## src/rtl/mac_accumulator.sv

```systemverilog
// mac_accumulator: accumulates a programmed number of signed 24-bit products
// from the Booth/Wallace multiplier into a signed ACC_W-bit sum. It tracks
// signed overflow stickily and holds the result until the consumer takes it.
//
// state | meaning
// ------+-----------------------------------------------------------
// IDLE  | waiting for start; accumulator holds the last result
// ACC   | accepting products; cnt holds the number still expected
// DONE  | result valid on acc_out/ovf; waiting for out_ready
module mac_accumulator #(
  parameter int ACC_W = 32,
  parameter int CNT_W = 8
) (
  input  logic             clk,
  input  logic             rst_n,
  input  logic             start,
  input  logic [CNT_W-1:0] len,
  input  logic [23:0]      p,
  input  logic             p_valid,
  output logic             p_ready,
  output logic [ACC_W-1:0] acc_out,
  output logic             ovf,
  output logic             out_valid,
  input  logic             out_ready,
  output logic             busy
);

  typedef enum logic [1:0] {
    IDLE = 2'd0,
    ACC  = 2'd1,
    DONE = 2'd2
  } state_t;

  state_t           state, state_nxt;
  logic [CNT_W-1:0] cnt, cnt_nxt;
  logic [ACC_W-1:0] acc, acc_nxt;
  logic             ovf_q, ovf_nxt;

  logic [ACC_W-1:0] p_ext;
  logic [ACC_W-1:0] sum;
  logic             add_ovf;
  logic             take;

  // Sign-extend the product and form the candidate sum and its overflow bit.
  always_comb begin
    p_ext   = ACC_W'($signed(p));
    sum     = acc + p_ext;
    add_ovf = (acc[ACC_W-1] == p_ext[ACC_W-1]) && (sum[ACC_W-1] != acc[ACC_W-1]);
    take    = (state == ACC) && p_valid;
  end

  // State, remaining count, accumulator and sticky overflow registers.
  always_ff @(posedge clk or negedge rst_n) begin
    if (!rst_n) begin
      state <= IDLE;
      cnt   <= '0;
      acc   <= '0;
      ovf_q <= 1'b0;
    end else begin
      state <= state_nxt;
      cnt   <= cnt_nxt;
      acc   <= acc_nxt;
      ovf_q <= ovf_nxt;
    end
  end

  // Next-state and datapath update; start is only honoured from IDLE.
  always_comb begin
    state_nxt = state;
    cnt_nxt   = cnt;
    acc_nxt   = acc;
    ovf_nxt   = ovf_q;
    unique case (state)
      IDLE: begin
        if (start) begin
          acc_nxt   = '0;
          ovf_nxt   = 1'b0;
          cnt_nxt   = len;
          state_nxt = (len == '0) ? DONE : ACC;
        end
      end
      ACC: begin
        if (take) begin
          acc_nxt = sum;
          ovf_nxt = ovf_q | add_ovf;
          cnt_nxt = cnt - 1'b1;
          if (cnt == CNT_W'(1)) begin
            state_nxt = DONE;
          end
        end
      end
      DONE: begin
        if (out_ready) begin
          state_nxt = IDLE;
        end
      end
      default: begin
        state_nxt = IDLE;
      end
    endcase
  end

  // Outputs are decoded from state and registers only; p never reaches acc_out
  // combinationally, and p_ready does not depend on p_valid.
  always_comb begin
    p_ready   = (state == ACC);
    out_valid = (state == DONE);
    busy      = (state != IDLE);
    acc_out   = acc;
    ovf       = ovf_q;
  end

endmodule

```

## config.mk

```make
export PLATFORM = sky130hd
export DESIGN_NAME = mac_accumulator
export DESIGN_NICKNAME = d
export VERILOG_FILES = /design/src/rtl/mac_accumulator.sv
export SDC_FILE = /design/constraint.sdc
export NUM_CORES = 1
export LEC_CHECK = 0
export BUFFER_PORTS_ARGS = -buffer_cell sky130_fd_sc_hd__buf_4
export CORE_MARGIN = 4
export CORE_UTILIZATION = 50
export DETAILED_ROUTE_END_ITERATION = 6
export GPL_TIMING_DRIVEN = 0
export MAX_ROUTING_LAYER = met4
export PLACE_DENSITY_LB_ADDON = 0.08
export SETUP_SLACK_MARGIN = 0.1
export SYNTH_ARGS = -nofsm -noshare
export SYNTH_HDL_FRONTEND = slang
export SYNTH_SLANG_ARGS = --single-unit
```

## constraint.sdc

```tcl
create_clock -name clk -period 2.7 [get_ports clk]
set_input_delay 0.135 -clock clk [delete_from_list [all_inputs] [get_ports clk]]
set_output_delay 0.135 -clock clk [all_outputs]
set_load 0.005 [all_outputs]
```

==> impl_metrics.toml <==
[status]
status = "finished clean"

[hold_path]
holdPathStages = 3
min_path_type = "primary input to register"

[critical_path]
path_cells = "ha_4, fa_2, a211oi_4, o21bai_2, a21oi_2, o21bai_2, o31ai_2, buf_4, o21ai_1, mux2i_1, nand3_1"
crit_path_end_kind = "register"
crit_required_ns = 2.90
critPathKind = "register to register"
ff2ff_path_depth = 11
startpoint_type = "register"
cp_top_family = "compound AO/OA/AOI/OAI gates"
critPathBufInv = 1
crit_path_max_incr_delay_ns = 0.43
worstPathArrival_ns = 2.72
path_depth = 11
crit_slowest_cell = "fa_2"
crit_fanout = 4
cpMostUsedCell = "o21bai_2"

[clock_network]
clock_sinks = 43
clockBufferDepth = 2
clock_latency_ns = 0.31
cts.clk_slew.worst_paths_ns = 0.09
cts_made_buffers = 5
htreeDepth = 2
cts_tree = "done"
cts-root-buf = "clkbuf_8"

[cells_and_area]
multiInputGateArea_um2 = 2580
area_growth_syn_to_layout_pct = 33.4
final_cell_mix = "87 x buf_4, 55 x nand2_1, 42 x dfrtp_1"
nets = 586
antennaDiodeCount = 0
ff_latch_area_um2 = 1080
instances_no_fill = 612
drive_above_1_share_pct = 28.7
n_fill_cell = 559
layout_commonest_cell = "buf_4"
fin_area_um2 = 4670

[drt]
top_layer = "met4"
routed_wirelength_um = 9260
met3RoutedLength_um = 430
vias_per_cell = 5.71
ant_nets = 0
firstDrtPassIters = 4
wl_met1_um = 4320
vias = 3492
dr_wl_met2_um = 4390
wire_per_inst_um = 15.1
drc = 0
drt-initial-drc-count = 152

[placement]
port_buffers = 72
dp_hpwl_um = 6660
routabilityCongestion = 0.913
post-place-ws_ns = -0.300
numPlacedInstances = 591
place_area_um2 = 4160

[timing]
worst_slew_pin_slew_ns = 0.624
rsz0062_at_grt = "true"
period_share_pct = 93.3
fin_ws_ns = 0.181
fmax_ghz = 0.397
setup_violations = 0
fin_worst_skew_ns = 0.00600
relSlewSlack_pct = 58.4
slew_violations = 0
finalSetupTns_ns = 0
hold_viol_final = 0
finalCriticalPeriod_ns = 2.52

[yosys]
synth_flop_cell = "dfrtp_1"
synthTopCellsByArea = "dfrtp_1 31%, ha_1 12%, a21oi_1 6.4%"
synth_top_area_share_pct = 30.8
synth-edff-count = 0
async_flop_share_pct = 100
synth_area_um2 = 3500
ys_seq_area_share_pct = 30.8
ys_warn_count = 0
synth_fp_nets = 494
yosys.cell_types.count = 56
ys_ff_latch = 43
synth_cells = 423
yosys.area.top_type = "dfrtp_1"
syn_avg_cell_area_um2 = 8.27

[power_and_ir_drop]
seqPwrFrac_pct = 22.5
p_switching_mw = 2.43
p_leak_nw = 2.10
total_power_mw = 5.47
p_int_mw = 3.04
power_frac_clock_pct = 11.3
combinationalPowerShare_pct = 66.2
powerDensity_nw_per_um2 = 1170
switching_share_pct = 44.4
vdd_ir_drop_max_mv = 0.562

[grt]
grtUsageTotal_pct = 22.3
first_global_vias = 3243
grt.overflow.total = 0
antenna_found_initial = 0
grt_max_degree = 44
grt_pass1_wl_um = 15100

[die]
die_h_um = 91.6
die_area_um2 = 8400
row_count = 30
die_w_um = 91.6
start_util_pct = 51.5
num_io_pins = 73
core_um2 = 6790

[run]
max_cap_violations = 0
==> power groups by stage <==
stage	Clock (mW)	Combinational (mW)	Sequential, mW
5_1_grt	0.660	4.01	1.28
3_3_place_gp	0	3.02	1.21
2_1_floorplan	0	2.16	1.20
6_report	0.617	3.62	1.23
3_5_place_dp	0	3.06	1.22
4_1_cts	0.627	3.21	1.21
==> Yosys cell counts, drive strengths merged (2+ instances only) <==
cell / n
xor2: 16
or3: 2
o21ai: 46
and2: 4
o21bai: 5
nand4: 6
nand3: 13
nor2: 28
xnor2: 8
nand2b: 3
a22o: 3
o211ai: 4
nand2: 57
nor4: 5
or4: 3
nor3b: 3
a311oi: 3
and3: 4
nor3: 7
a21oi: 46
clkbuf: 14
a31oi: 4
nand3b: 2
ha: 33
nor2b: 2
dfrtp: 43
a21o: 14
o31ai: 5
buf: 5
inv: 6
o21a: 5
mux2i: 3
a211oi: 4
==> worst reg2reg max path, cell delays in order (launching register included) <==
cell and delay, ns:
dfrtp_1 0.42, ha_4 0.19, fa_2 0.43, a211oi_4 0.25
o21bai_2 0.12, a21oi_2 0.18, o21bai_2 0.11, o31ai_2 0.20
buf_4 0.17, o21ai_1 0.09, mux2i_1 0.17, nand3_1 0.09
==> routing by layer <==
layer	vias to the layer above	GRT usage, %
li1	1747	-
met1	1659	28.4
met2	73	36.1
met3	13	4.43
met4	0	6.03
met5	-	-
==> worst paths after layout <==
kind                             from     endpoint  slack [ns]
max in group asynchronous       rst_n   acc_out[1]        1.93
hold / removal                 len[0]       cnt[0]        0.09
hold reg to reg                   ovf          ovf        0.50
setup / recovery           acc_out[0]  acc_out[28]        0.18
setup reg to reg           acc_out[0]  acc_out[28]        0.18
min in group asynchronous       rst_n       cnt[4]        0.36
==> final cells by class <==
| type | instances | share of cell area, % |
|---|---|---|
| multi-input combinational | 355 | 55.3 |
| sequential | 43 | 23.1 |
| timing repair buffer | 87 | 14.0 |
| tap | 96 | 2.57 |
| buffer | 17 | 1.64 |
| clock buffer | 5 | 1.47 |
| clock inverter | 3 | 1.45 |
| inverter | 6 | 0.483 |
==> registers in the layout, indices dropped and copies added, names as in the netlist <==
name / flops
state: 2
cnt: 8
acc_out: 32
ovf: 1
==> kinds of logic after synthesis <==
logic type / share of synthesized area (%)
xor gates and xnor gates: 6.01
AOI/OAI and AO/OA: 28.0
buffers and inverters: 2.86
adders and majority gates: 12.4
muxes: 1.18
DFF: 30.8
and+or+nand+nor: 18.8
==> metrics by stage <==
| step | hold WS [ns] | util (%) |
|---|---|---|
| 2_1_floorplan | -0.161 | - |
| 3_3_place_gp | 0.173 | 61.2 |
| 3_5_place_dp | 0.185 | 61.2 |
| 4_1_cts | 0.0864 | 64.5 |
| 5_1_grt | 0.103 | 68.7 |
| 6_report | 0.0913 | 68.7 |
==> timing repair <==
| action | in CTS | in global routing |
|---|---|---|
| gates resized for setup | 13 | 42 |
| setup endpoints to repair | 9 | 34 |
| buffers inserted | 3 | 11 |
| pin swaps | 2 | 18 |
| endpoints found under the hold margin | 43 | 0 |
| hold buffers | 1 | 0 |
No activity file was read; power rests on OpenSTA's default activity.
